$ cat src/rtl/rf_pkg.sv
// Shared types, default sizes and address helpers for the multi-port register file.
package rf_pkg;

    typedef enum logic {
        CLEAR = 1'b0,
        RUN   = 1'b1
    } rf_state_t;

    localparam int XLEN_DEF  = 32;
    localparam int NREGS_DEF = 32;

    // Address width for an n-entry file; never narrower than one bit.
    function automatic int rf_addr_w(input int n);
        if (n > 1) begin
            return $clog2(n);
        end else begin
            return 1;
        end
    endfunction

    // True when address a names a real entry of an n-entry file.
    function automatic logic rf_in_range(input logic [31:0] a, input int n);
        return (a < 32'(n));
    endfunction

endpackage

$ cat src/rtl/rf_scoreboard.sv
// Pending-writeback bits: one per register, set by issue, cleared by writeback.
module rf_scoreboard
    import rf_pkg::*;
#(
    parameter int NREGS  = NREGS_DEF,
    parameter int NREAD  = 2,
    parameter int AW     = rf_addr_w(NREGS),
    parameter int BYPASS = 1
) (
    input  logic                clk,
    input  logic                rst,
    input  logic                en,
    input  logic                we,
    input  logic [AW-1:0]       waddr,
    input  logic                set_busy,
    input  logic [AW-1:0]       set_addr,
    input  logic [NREAD*AW-1:0] raddr,
    output logic [NREAD-1:0]    rbusy
);

    logic [NREGS-1:0] busy_r;
    logic [NREGS-1:0] busy_nx_s;

    // Next busy vector: a writeback clears its entry, a set marks it, and set wins a tie.
    always_comb begin
        busy_nx_s = busy_r;
        if (en) begin
            for (int i = 1; i < NREGS; i++) begin
                if (set_busy && (set_addr == AW'(i))) begin
                    busy_nx_s[i] = 1'b1;
                end else if (we && (waddr == AW'(i))) begin
                    busy_nx_s[i] = 1'b0;
                end else begin
                    busy_nx_s[i] = busy_r[i];
                end
            end
        end else begin
            busy_nx_s = busy_r;
        end
        busy_nx_s[0] = 1'b0;
    end

    // Busy vector register; every entry drops on reset.
    always_ff @(posedge clk) begin
        if (!rst) begin
            busy_r <= '0;
        end else begin
            busy_r <= busy_nx_s;
        end
    end

    // Per-port lookup; a same-cycle writeback hides the flag when data is bypassed.
    always_comb begin
        rbusy = '0;
        for (int p = 0; p < NREAD; p++) begin
            if (en && rf_in_range(32'(raddr[p*AW +: AW]), NREGS)) begin
                if ((BYPASS != 0) && we && (waddr == raddr[p*AW +: AW])) begin
                    rbusy[p] = 1'b0;
                end else begin
                    rbusy[p] = busy_r[raddr[p*AW +: AW]];
                end
            end else begin
                rbusy[p] = 1'b0;
            end
        end
    end

endmodule

$ cat src/rtl/regfile_mp.sv
// Parametrised multi-port register file with bypass, scoreboard and a post-reset clear engine.
module regfile_mp
    import rf_pkg::*;
#(
    parameter int XLEN   = XLEN_DEF,
    parameter int NREGS  = NREGS_DEF,
    parameter int NREAD  = 2,
    parameter int BYPASS = 1,
    parameter int AW     = rf_addr_w(NREGS)
) (
    input  logic                  clk,
    input  logic                  rst,
    output logic                  ready,
    input  logic                  we,
    input  logic [AW-1:0]         waddr,
    input  logic [XLEN-1:0]       wdata,
    input  logic [NREAD*AW-1:0]   raddr,
    output logic [NREAD*XLEN-1:0] rdata,
    output logic [NREAD-1:0]      rbusy,
    input  logic                  set_busy,
    input  logic [AW-1:0]         set_addr
);

    localparam logic [AW-1:0] LAST_IDX = AW'(NREGS - 1);

    rf_state_t        state_r;
    rf_state_t        state_nx_s;
    logic [AW-1:0]    clr_idx_r;
    logic             ready_r;
    logic             run_s;
    logic             clr_s;
    logic             wr_ok_s;
    logic             mem_we_s;
    logic [AW-1:0]    mem_waddr_s;
    logic [XLEN-1:0]  mem_wdata_s;
    // Storage carries no reset so it can map onto a RAM macro; the clear engine zeroes it.
    logic [XLEN-1:0]  mem_r [NREGS];

    // State register, clear pointer and registered ready flag.
    always_ff @(posedge clk) begin
        if (!rst) begin
            state_r   <= CLEAR;
            clr_idx_r <= '0;
            ready_r   <= 1'b0;
        end else begin
            state_r <= state_nx_s;
            ready_r <= (state_nx_s == RUN);
            if (clr_s) begin
                clr_idx_r <= clr_idx_r + AW'(1);
            end else begin
                clr_idx_r <= clr_idx_r;
            end
        end
    end

    // Next state: leave CLEAR once the last entry is being zeroed; RUN holds until reset.
    always_comb begin
        state_nx_s = state_r;
        case (state_r)
            CLEAR: begin
                if (clr_idx_r == LAST_IDX) begin
                    state_nx_s = RUN;
                end else begin
                    state_nx_s = CLEAR;
                end
            end
            RUN:     state_nx_s = RUN;
            default: state_nx_s = CLEAR;
        endcase
    end

    // State decode used by the datapath.
    always_comb begin
        run_s = 1'b0;
        clr_s = 1'b0;
        case (state_r)
            CLEAR:   clr_s = 1'b1;
            RUN:     run_s = 1'b1;
            default: clr_s = 1'b1;
        endcase
    end

    // Single array write port, shared by the clear engine and architectural writes.
    always_comb begin
        wr_ok_s     = run_s && we && (waddr != '0) && rf_in_range(32'(waddr), NREGS);
        mem_we_s    = 1'b0;
        mem_waddr_s = '0;
        mem_wdata_s = '0;
        if (!rst) begin
            mem_we_s = 1'b0;
        end else if (clr_s) begin
            mem_we_s    = 1'b1;
            mem_waddr_s = clr_idx_r;
        end else if (wr_ok_s) begin
            mem_we_s    = 1'b1;
            mem_waddr_s = waddr;
            mem_wdata_s = wdata;
        end else begin
            mem_we_s = 1'b0;
        end
    end

    // Storage array update.
    always_ff @(posedge clk) begin
        if (mem_we_s) begin
            mem_r[mem_waddr_s] <= mem_wdata_s;
        end
    end

    // Combinational read lanes: x0, out-of-range and CLEAR read zero; optional write bypass.
    always_comb begin
        rdata = '0;
        for (int p = 0; p < NREAD; p++) begin
            if (!run_s || (raddr[p*AW +: AW] == '0) || !rf_in_range(32'(raddr[p*AW +: AW]), NREGS)) begin
                rdata[p*XLEN +: XLEN] = '0;
            end else if ((BYPASS != 0) && we && (waddr == raddr[p*AW +: AW])) begin
                rdata[p*XLEN +: XLEN] = wdata;
            end else begin
                rdata[p*XLEN +: XLEN] = mem_r[raddr[p*AW +: AW]];
            end
        end
    end

    rf_scoreboard #(
        .NREGS  (NREGS),
        .NREAD  (NREAD),
        .AW     (AW),
        .BYPASS (BYPASS)
    ) u_sb (
        .clk      (clk),
        .rst      (rst),
        .en       (run_s),
        .we       (we),
        .waddr    (waddr),
        .set_busy (set_busy),
        .set_addr (set_addr),
        .raddr    (raddr),
        .rbusy    (rbusy)
    );

    assign ready = ready_r;

endmodule
$ cat config.mk
export PLATFORM = sky130hd
export DESIGN_NAME = regfile_mp
export DESIGN_NICKNAME = d
export VERILOG_FILES = /design/src/rtl/rf_pkg.sv /design/src/rtl/rf_scoreboard.sv /design/src/rtl/regfile_mp.sv
export SDC_FILE = /design/constraint.sdc
export NUM_CORES = 1
export LEC_CHECK = 0
export CAP_MARGIN = 20
export CORE_MARGIN = 3
export CORE_UTILIZATION = 62
export DETAILED_ROUTE_END_ITERATION = 8
export PLACE_DENSITY_LB_ADDON = 0.3
export SETUP_SLACK_MARGIN = 0.02
export SYNTH_ARGS = -nofsm -noshare
export SYNTH_HDL_FRONTEND = slang
export SYNTH_SLANG_ARGS = --single-unit
export TNS_END_PERCENT = 100
$ cat constraint.sdc
create_clock -name clk -period 5.2 [get_ports clk]
set_clock_uncertainty 0.1 [all_clocks]
set_input_delay 1.04 -clock clk [delete_from_list [all_inputs] [get_ports clk]]
set_output_delay 1.04 -clock clk [all_outputs]
set_load 0.01 [all_outputs]
# Word-level counts from Yosys, hierarchy flattened
# Memory sizes are Yosys's and may differ from the RTL's.
# Cells that the tools add are included.
[totals] ramBits=1024 out_inout_bits=67 in_bits=56 romBits=0 latchBits=0 word_cells=326 reg_bits=38 mem_count=1
[memory_table] name="mem_r" words=32 width=32 read_ports=2 rd_ports_with_merged_regs=0 wr=1 line_no="regfile_mp.sv:37" text="logic [XLEN-1:0] mem_r [NREGS];"
[op_classes] mul=0 n_addsub=1 order_cmp=2 n_div=0 n_reduce_logical=134 n_bitwise=1 mux=88 shift=0 eq_ne=65
[ops] operator="$mux W32" count=7
[ops] operator="$eq A5 B5 Y1 const B" count=33
[ops] operator="$eq A5 B4 Y1 const B" count=16
[ops] operator="$mux W1" count=75
[ops] operator="$logic_and A1 B1 Y1" count=66
[ops] operator="$reduce_and A2 Y1" count=31
[ops] operator="$reduce_bool A2 Y1" count=31
[ops] operator="$eq A5 B3 Y1 const B" count=8
[ops] operator="$eq A5 B2 Y1 const B" count=4
[ops] operator="$mux W5" count=3
[ops] operator="$lt A5 B6 Y1 const B" count=2
[ops] operator="$bmux W1 S5" count=2
[ops] operator="$eq A5 B1 Y1 const B" count=2
[ops] operator="$eq A5 B5 Y1" count=2
[ops] operator="$logic_not A5 Y1" count=2
[ops] operator="$add A5 B1 Y5 const B" count=1
[ops] operator="$reduce_bool A5 Y1" count=1
[ops] operator="$logic_or A1 B1 Y1" count=2
[ops] operator="$pmux W1 S2" count=1
[ops] operator="$logic_not A1 Y1" count=1
[ops] operator="$not A1 Y1" count=1

# Depth between registers and ports, before layout
# Gate-level depths: netlist of the first run.
[depth] word_depth=8 ltp_mapped=9 depth_no_buf=5

# Modules after synthesis
# Synthesis of the first run repeated with hierarchy kept, for this count alone.
[unflattened] cells_unflattened=3010 hier_area_um2=50957.6
[by_module_without_submodules] mod="regfile_mp" area_per_inst_um2=48848.1 n_inst=1 cells_per_inst=2764 seq_area_each_um2=30869.6
[by_module_without_submodules] mod="rf_scoreboard" area_per_inst_um2=2109.5 n_inst=1 cells_per_inst=246 seq_area_each_um2=620.6

# Worst setup path after synthesis of the first run
# No wires, ideal clock.
[synth_path] path_kind="input-to-reg" start="input we" end="memory mem_r[16][0] (netlist name), enable pin" arrival_ps=3536 setup_slack_ps=1143 setup_time_ps=421 t_required_ps=4679 stages=6 n_path_buf=1 path_cell_list="clkbuf_1 -> nand2_1 -> o32ai_1 -> nand2_1 -> or3_1 -> nor2_1"
[synth_between] elab_chain_cells=7 word_cells_on_any_way=10 classes_between="mux (8); reduce/logical (2)"
[synth_rtl] item="from (decl)" line_no="regfile_mp.sv:14" text="input logic we,"
[synth_rtl] item="$logic_and A1 B1 Y1 (*) (2 in series)" line_no="regfile_mp.sv:85" text="wr_ok_s = run_s && we && (waddr != '0) && rf_in_range(32'(waddr), NREGS);"
[synth_rtl] item="$mux W1" line_no="regfile_mp.sv:94" text="end else if (wr_ok_s) begin"
[synth_rtl] item="$mux W1" line_no="regfile_mp.sv:91" text="end else if (clr_s) begin"
[synth_rtl] item="$mux W1" line_no="regfile_mp.sv:89" text="if (!rst) begin"
[synth_rtl] item="$mux W1" line_no="regfile_mp.sv:105" text="if (mem_we_s) begin"
[synth_rtl] item="$mux W1 (implied by the code)" line_no="regfile_mp.sv:106" text="mem_r[mem_waddr_s] <= mem_wdata_s;"
[synth_rtl] item="to (decl)" line_no="regfile_mp.sv:37"
# Every way passes the cells marked *; elsewhere a longest branch is shown, timed or not.

# Worst setup path in the final report of the first run
[layout_path] start="input raddr[2]" end="output rdata[29]"
[layout_between] elab_chain_cells=4 word_cells_on_any_way=7 classes_between="eq/ne (1); mux (2); reduce/logical (3); memory (1)"
[layout_rtl] item="from (decl)" line_no="regfile_mp.sv:17" text="input logic [NREAD*AW-1:0] raddr,"
[layout_rtl] item="parallel branches: the longest is 3 deep, another holds $mem_v2 Z32 W32"
[layout_rtl] item="$mux W32 (*)" line_no="regfile_mp.sv:114" text="if (!run_s || (raddr[p*AW +: AW] == '0) || !rf_in_range(32'(raddr[p*AW +: AW]), NREGS)) begin"
[layout_rtl] item="to (decl)" line_no="regfile_mp.sv:18" text="output logic [NREAD*XLEN-1:0] rdata,"
# Every way passes the cells marked *.

==> results of run 1 <==
[state kept, by name (all words and copies together) (netlist names)]
name         flops
mem_r         1024
ready            1
u_sb.busy_r     31
clr_idx_r        5
[cell usage in the layout, fill, tap and decap left out, types with 5 or more instances in the layout]
cell type	n
edfxtp_1	1024
mux4_2	373
mux2i_1	324
buf_4	163
a221oi_1	157
o21ai_0	131
clkdlybuf4s50_1	114
clkbuf_16	103
a22oi_1	95
nand2_1	85
nor2_1	77
a21oi_1	62
a221o_1	62
buf_12	55
nand3_1	50
nor2b_1	43
nor2_4	38
dfxtp_1	37
and2_1	36
a21boi_0	31
o311ai_0	30
clkinv_1	26
clkinv_2	24
bufinv_16	17
buf_8	9
xnor2_1	8
clkbuf_1	8
clkinvlp_4	7
inv_1	6
and3_1	5
inv_6	5
[logic make-up (layout without fill, tap and decap cells)]
kind of cell / after synthesis / after routing
simple gates: 362 / 363
other cells: 0 / 1
fa+ha+maj: 2 / 2
buf+inv: 259 / 547
mux: 697 / 697
xor+xnor: 12 / 12
flops: 1061 / 1061
compound gates: 581 / 581
[metal layers]
layer | vias to the layer above | share of wire, % | wire length [um] | GRT usage, %
li1 | 13000 | - | - | -
met1 | 16800 | 32 | 50200 | 47.6
met2 | 2943 | 47 | 73700 | 57.6
met3 | 653 | 14 | 22200 | 8.76
met4 | 0 | 7.2 | 11300 | 22.7
met5 | - | 0 | 0 | 0
[worst max-delay path, delay by kind of cell]
kind / cells / cell delay (ns)
and+or+nand+nor: 2 / 0.16
AOI/OAI and AO/OA: 3 / 1.55
buffers and inverters: 4 / 1.20
[final timing paths]
| check | endpoint | slack (ns) |
|---|---|---|
| worst min register to register | u_sb.busy_r[11] | 0.40 |
| worst max register to register | mem_r[24][5] | 1.76 |
| worst min-delay path | u_sb.busy_r[11] | 0.40 |
| worst max-delay path | rdata[29] | 0.02 |
[metrics by stage]
step	setup WS [ns]	util, %	cell area, um^2	setup TNS (ns)
floorplan	1.14	-	50500	0
global placement	0.0130	67.5	54500	0
CTS	-0.0101	71.9	58000	-0.0101
detailed placement	-0.00226	67.5	54500	-0.00226
global route	0.0362	72.1	58200	0
finish	0.0163	72.1	58200	0
[final cells by class]
cell class	count	area, um^2
repair buffers	346	3710
clock buffers	114	2650
multi-input cells	1655	18100
diodes	1	2.50
fillers	4767	22500
well taps	1060	1330
inverters	9	33.8
flip-flops and latches	1061	31500
clock inverters	78	853
[where the power goes]
group,internal (mW),switching (mW)
sequential,9.27,0.0192
combinational,0.494,0.744
clock,4.52,3.26
total,14.3,4.02
[what timing repair did]
action	CTS	global route
cloned	0	1
gates resized for setup	1	3
endpoints found under the setup margin	2	7
pin swaps	0	1
==> out/qor.csv, run 1 <==
stage;metric;value;unit
layout;Layout Nets;3234;
logic_synthesis;XOR/XNOR share of the synthesized area;0.208;%
die;die area;0.0849;mm^2
logic_synthesis;post-synth top area cell;edfxtp_1;
power;Static Leak;18.3;nW
logic_synthesis;Post-synth EDFFs;1024;
placement;placed cells;4121;
sta;Tcrit/Tclk final;99.7;%
hold_path;HP Start;u_sb.busy_r[11];
die;core box area;0.0807;mm^2
setup_path;worst reg2reg path depth;7;
detailed_routing;DRC errors left;0;
detailed_routing;vias per cell;7.72;
setup_path;Critical Path RT;4.06;ns
sta;RSZ-0062 raised after global routing;false;
setup_path;CP Class;input port to output pin;
clock_tree;Clock Sinks;1061;
status;result of the run;finished clean;
logic_synthesis;Synthesis Warnings;0;
detailed_routing;Post-DRT Antenna Nets;0;
setup_path;CP most frequent cell;buf_4;
layout;area grow syn2layout;15.2;%
sta;Hold Fails Final Rpt;0;
setup_path;Setup crit start kind;input port;
logic_synthesis;largest family of logic cells by synthesized area;multiplexers;
logic_synthesis;Syn Nets;3032;
hold_path;worst min-delay path class;flop to flop;
detailed_routing;Routed WL per cell;36.4;um
die;Chip Width;291;um
logic_synthesis;synth unique cells;46;
hold_path;Hold Path Stages;2;
placement;detailed placement HPWL;93800;um
clock_tree;cts hold-fix bufs;0;
sta;crit path time final;5.18;ns
logic_synthesis;dominant synthesized flop cell;edfxtp_1;
die;row cnt;104;
logic_synthesis;Avg Inst Size Synth;17.0;um^2
placement;Port Buffers;122;
clock_tree;CTS tree;yes;
setup_path;CP peak stage delay;0.82;ns
job;MaxCap Viol Count;0;
logic_synthesis;Synth Area in Compound Gates;8.48;%
power;Tot Pwr;18.3;mW
clock_tree;clock tree buffer depth;3;
setup_path;Slowest-stage cell, CP;o21ai_0;
detailed_routing;Total Wirelength;157000;um
global_route;vias in the first global route;34000;
clock_tree;CTS Buf Count;103;
die;# IOs;123;
logic_synthesis;Mapped Cells;2974;
global_route;Total GRT Usage;36.9;%
sta;Max-slew headroom;22.0;%
clock_tree;H-Tree Level Count;3;
die;die height;291;um
sta;Max Clock Freq;193;MHz
logic_synthesis;most instantiated cells after synthesis;edfxtp_1, mux4_2, mux2i_1;
setup_path;Critical Path Sink Type;output pin;
setup_path;CP startpoint;raddr[2];
placement;GP Congestion;0.924;
setup_path;CP Data Arrival Time;4.04;ns
setup_path;RR Startpoint;ready;
clock_tree;Root Driver;clkbuf_16;
sta;max-slew violation count;0;
logic_synthesis;fraction of the mapped netlist area in simple logic gates;3.38;%
detailed_routing;initial DRC count;4729;
layout;Cell Count, Final, Fillers Out;4324;
sta;worst hold margin;0.403;ns
logic_synthesis;Seq cells post-synth;1061;
detailed_routing;first drt pass iteration count;6;
logic_synthesis;Syn Std Cell Area;0.0505;mm^2
power;Peak VDD IR;0.000294;V
logic_synthesis;post-synth top area share;60.9;%
logic_synthesis;post-synthesis async set-or-reset flop share;0;%
logic_synthesis;adder and majority cell fraction of the synthesized area;0.0495;%
clock_tree;Clock Latency Late Sink;0.67;ns
global_route;initial antenna violation count;1;
sta;worst slew pin tran;1.17;ns
layout;layout cells sized above 1;25.0;%
logic_synthesis;Seq/Total Area, Yosys;62.3;%
clock_tree;clk slew on worst S/H paths;0.06;ns
global_route;grt total ovfl;0;
power;power per standard cell area;315;mW/mm^2
global_route;largest net degree at the start of global routing;124;
die;starting density of the core;62.6;%
detailed_routing;vias;33400;
clock_tree;postcts setup bufs;0;
sta;final setup fails;0;
logic_synthesis;top-count cell post-synth;edfxtp_1;
setup_path;critical-path cell list;buf_4 > buf_12 > nor2b_4 > buf_4 > a221oi_1 > nor2_1 > o21ai_0 > a221o_1 > clkdlybuf4s50_1;
global_route;first-pass GRT wire length;228000;um
logic_synthesis;mux cell area share after synthesis;23.0;%
setup_path;critical-path maximum fanout;27;
logic_synthesis;synth top area cells;edfxtp_1, mux4_2, mux2i_1;
No activity file was read; power rests on OpenSTA's default activity.
==> inputs of run 2 (changes only) <==
--- a/config.mk
+++ b/config.mk
@@ -6,8 +6,10 @@
 export NUM_CORES = 1
 export LEC_CHECK = 0
 export CAP_MARGIN = 20
+export CORE_ASPECT_RATIO = 0.7
 export CORE_MARGIN = 3
 export CORE_UTILIZATION = 62
+export CTS_CLUSTER_DIAMETER = 40
 export DETAILED_ROUTE_END_ITERATION = 8
 export PLACE_DENSITY_LB_ADDON = 0.3
 export SETUP_SLACK_MARGIN = 0.02
==> out/qor.csv, run 2 (synthesis gave the netlist of run 1 again) <==
stage;metric;value;unit
status;result of the run;finished clean;
setup_path;critical-path maximum fanout;40;
job;MaxCap Viol Count;0;
layout;area grow syn2layout;16.1;%
clock_tree;H-Tree Level Count;3;
die;# IOs;123;
setup_path;CP Data Arrival Time;4.04;ns
layout;Layout Nets;3266;
placement;detailed placement HPWL;98500;um
sta;Tcrit/Tclk final;99.5;%
sta;max-slew violation count;0;
detailed_routing;vias per cell;7.82;
sta;Max Clock Freq;193;MHz
sta;worst slew pin tran;1.16;ns
setup_path;CP Class;input port to output pin;
setup_path;Critical Path RT;4.06;ns
setup_path;critical-path cell list;buf_4 > nor2_4 > buf_4 > a221oi_1 > o21ai_0 > a21oi_1 > a221o_1 > clkdlybuf4s50_1;
die;starting density of the core;63.4;%
detailed_routing;Post-DRT Antenna Nets;0;
layout;layout cells sized above 1;26.1;%
sta;worst hold margin;0.394;ns
setup_path;CP most frequent cell;buf_4;
hold_path;worst min-delay path class;flop to flop;
sta;RSZ-0062 raised after global routing;false;
layout;most frequent cells in the layout;edfxtp_1, mux4_2, mux2i_1;
placement;GP Congestion;0.926;
clock_tree;Root Driver;clkbuf_16;
power;power per standard cell area;321;mW/mm^2
clock_tree;Clock Latency Late Sink;0.70;ns
global_route;vias in the first global route;34100;
die;die height;245;um
detailed_routing;vias;34100;
power;Static Leak;18.6;nW
sta;post-route setup slack;0.0248;ns
clock_tree;Clock Sinks;1061;
clock_tree;CTS Buf Count;116;
clock_tree;postcts setup bufs;0;
die;Chip Width;347;um
sta;Max-slew headroom;22.8;%
layout;Top reg by flops;mem_r;
clock_tree;clk slew on worst S/H paths;0.06;ns
detailed_routing;initial DRC count;6306;
die;core box area;0.0797;mm^2
clock_tree;clock tree buffer depth;3;
detailed_routing;Total Wirelength;160000;um
global_route;first-pass GRT wire length;234000;um
sta;setup tns final;0;ns
sta;crit path time final;5.18;ns
detailed_routing;DRC errors left;0;
sta;Hold Fails Final Rpt;0;
setup_path;Critical Path Sink Type;output pin;
global_route;initial antenna violation count;2;
clock_tree;CTS tree;yes;
detailed_routing;Routed WL per cell;36.8;um
detailed_routing;first drt pass iteration count;6;
global_route;grt total ovfl;0;
setup_path;Setup crit start kind;input port;
layout;Cell Count, Final, Fillers Out;4362;
setup_path;CP peak stage delay;0.58;ns
setup_path;family with the most delay on the worst path;buffers and inverters;
setup_path;Slowest-stage cell, CP;buf_4;
sta;final setup fails;0;
placement;Setup WS pre-CTS;0.150;ns
layout;Largest regs;mem_r (1024), u_sb.busy_r (31), clr_idx_r (5);
global_route;Total GRT Usage;37.9;%
clock_tree;cts hold-fix bufs;0;
setup_path;Buf/Inv on CP;3;
layout;max FFs per register;1024;
clock_tree;PostCTS Resize Cnt;0;
die;row cnt;86;
layout;most common cell after layout, fill and taps aside;edfxtp_1;
placement;Port Buffers;122;
global_route;largest net degree at the start of global routing;59;
placement;placed cells;4141;
power;Peak VDD IR;0.000295;V
die;die area;0.0850;mm^2
## run 2: final timing paths
path,slack [ns],start,endpoint,cells after the start
hold reg to reg,0.39,u_sb.busy_r[28],u_sb.busy_r[28],2
setup reg to reg,1.66,ready,mem_r[0][26],6
hold / removal,0.39,u_sb.busy_r[28],u_sb.busy_r[28],2
setup / recovery,0.02,raddr[7],rdata[51],8
## run 2: tightest hold or removal path: stages (launching register included)
cell	delay, ns
dfxtp_1	0.31
o21ai_0	0.06
a21boi_0	0.07
## run 2: stage by stage
step	total power, mW	util [%]	cell area, um^2
finish	18.8	73.6	58700
global route	19.3	73.6	58700
CTS	18.8	73.5	58600
detailed placement	10.7	68.6	54700
global placement	10.6	68.6	54700
floorplan	10.2	-	50500
## run 2: report_power, final
part / switching (mW) / internal (mW)
logic: 0.752 / 0.497
clock network: 3.50 / 4.79
registers: 0.0208 / 9.27
total: 4.28 / 14.6
## run 2: final cells by class
type | count | area (um^2)
flip-flops and latches | 1061 | 31500
clock inverters | 82 | 865
multi-input cells | 1654 | 18100
repair buffers | 366 | 3840
clock buffers | 133 | 3010
diodes | 1 | 2.50
fillers | 4424 | 21100
inverters | 9 | 33.8
well taps | 1056 | 1320
## run 2: per-layer routing
metal	vias to the layer above	global-route usage [%]	share of wire (%)
li1	13100	-	-
met1	17000	51.9	33
met2	3387	55.3	44
met3	654	13.2	17
met4	2	17.8	5.8
met5	-	0	0.0081
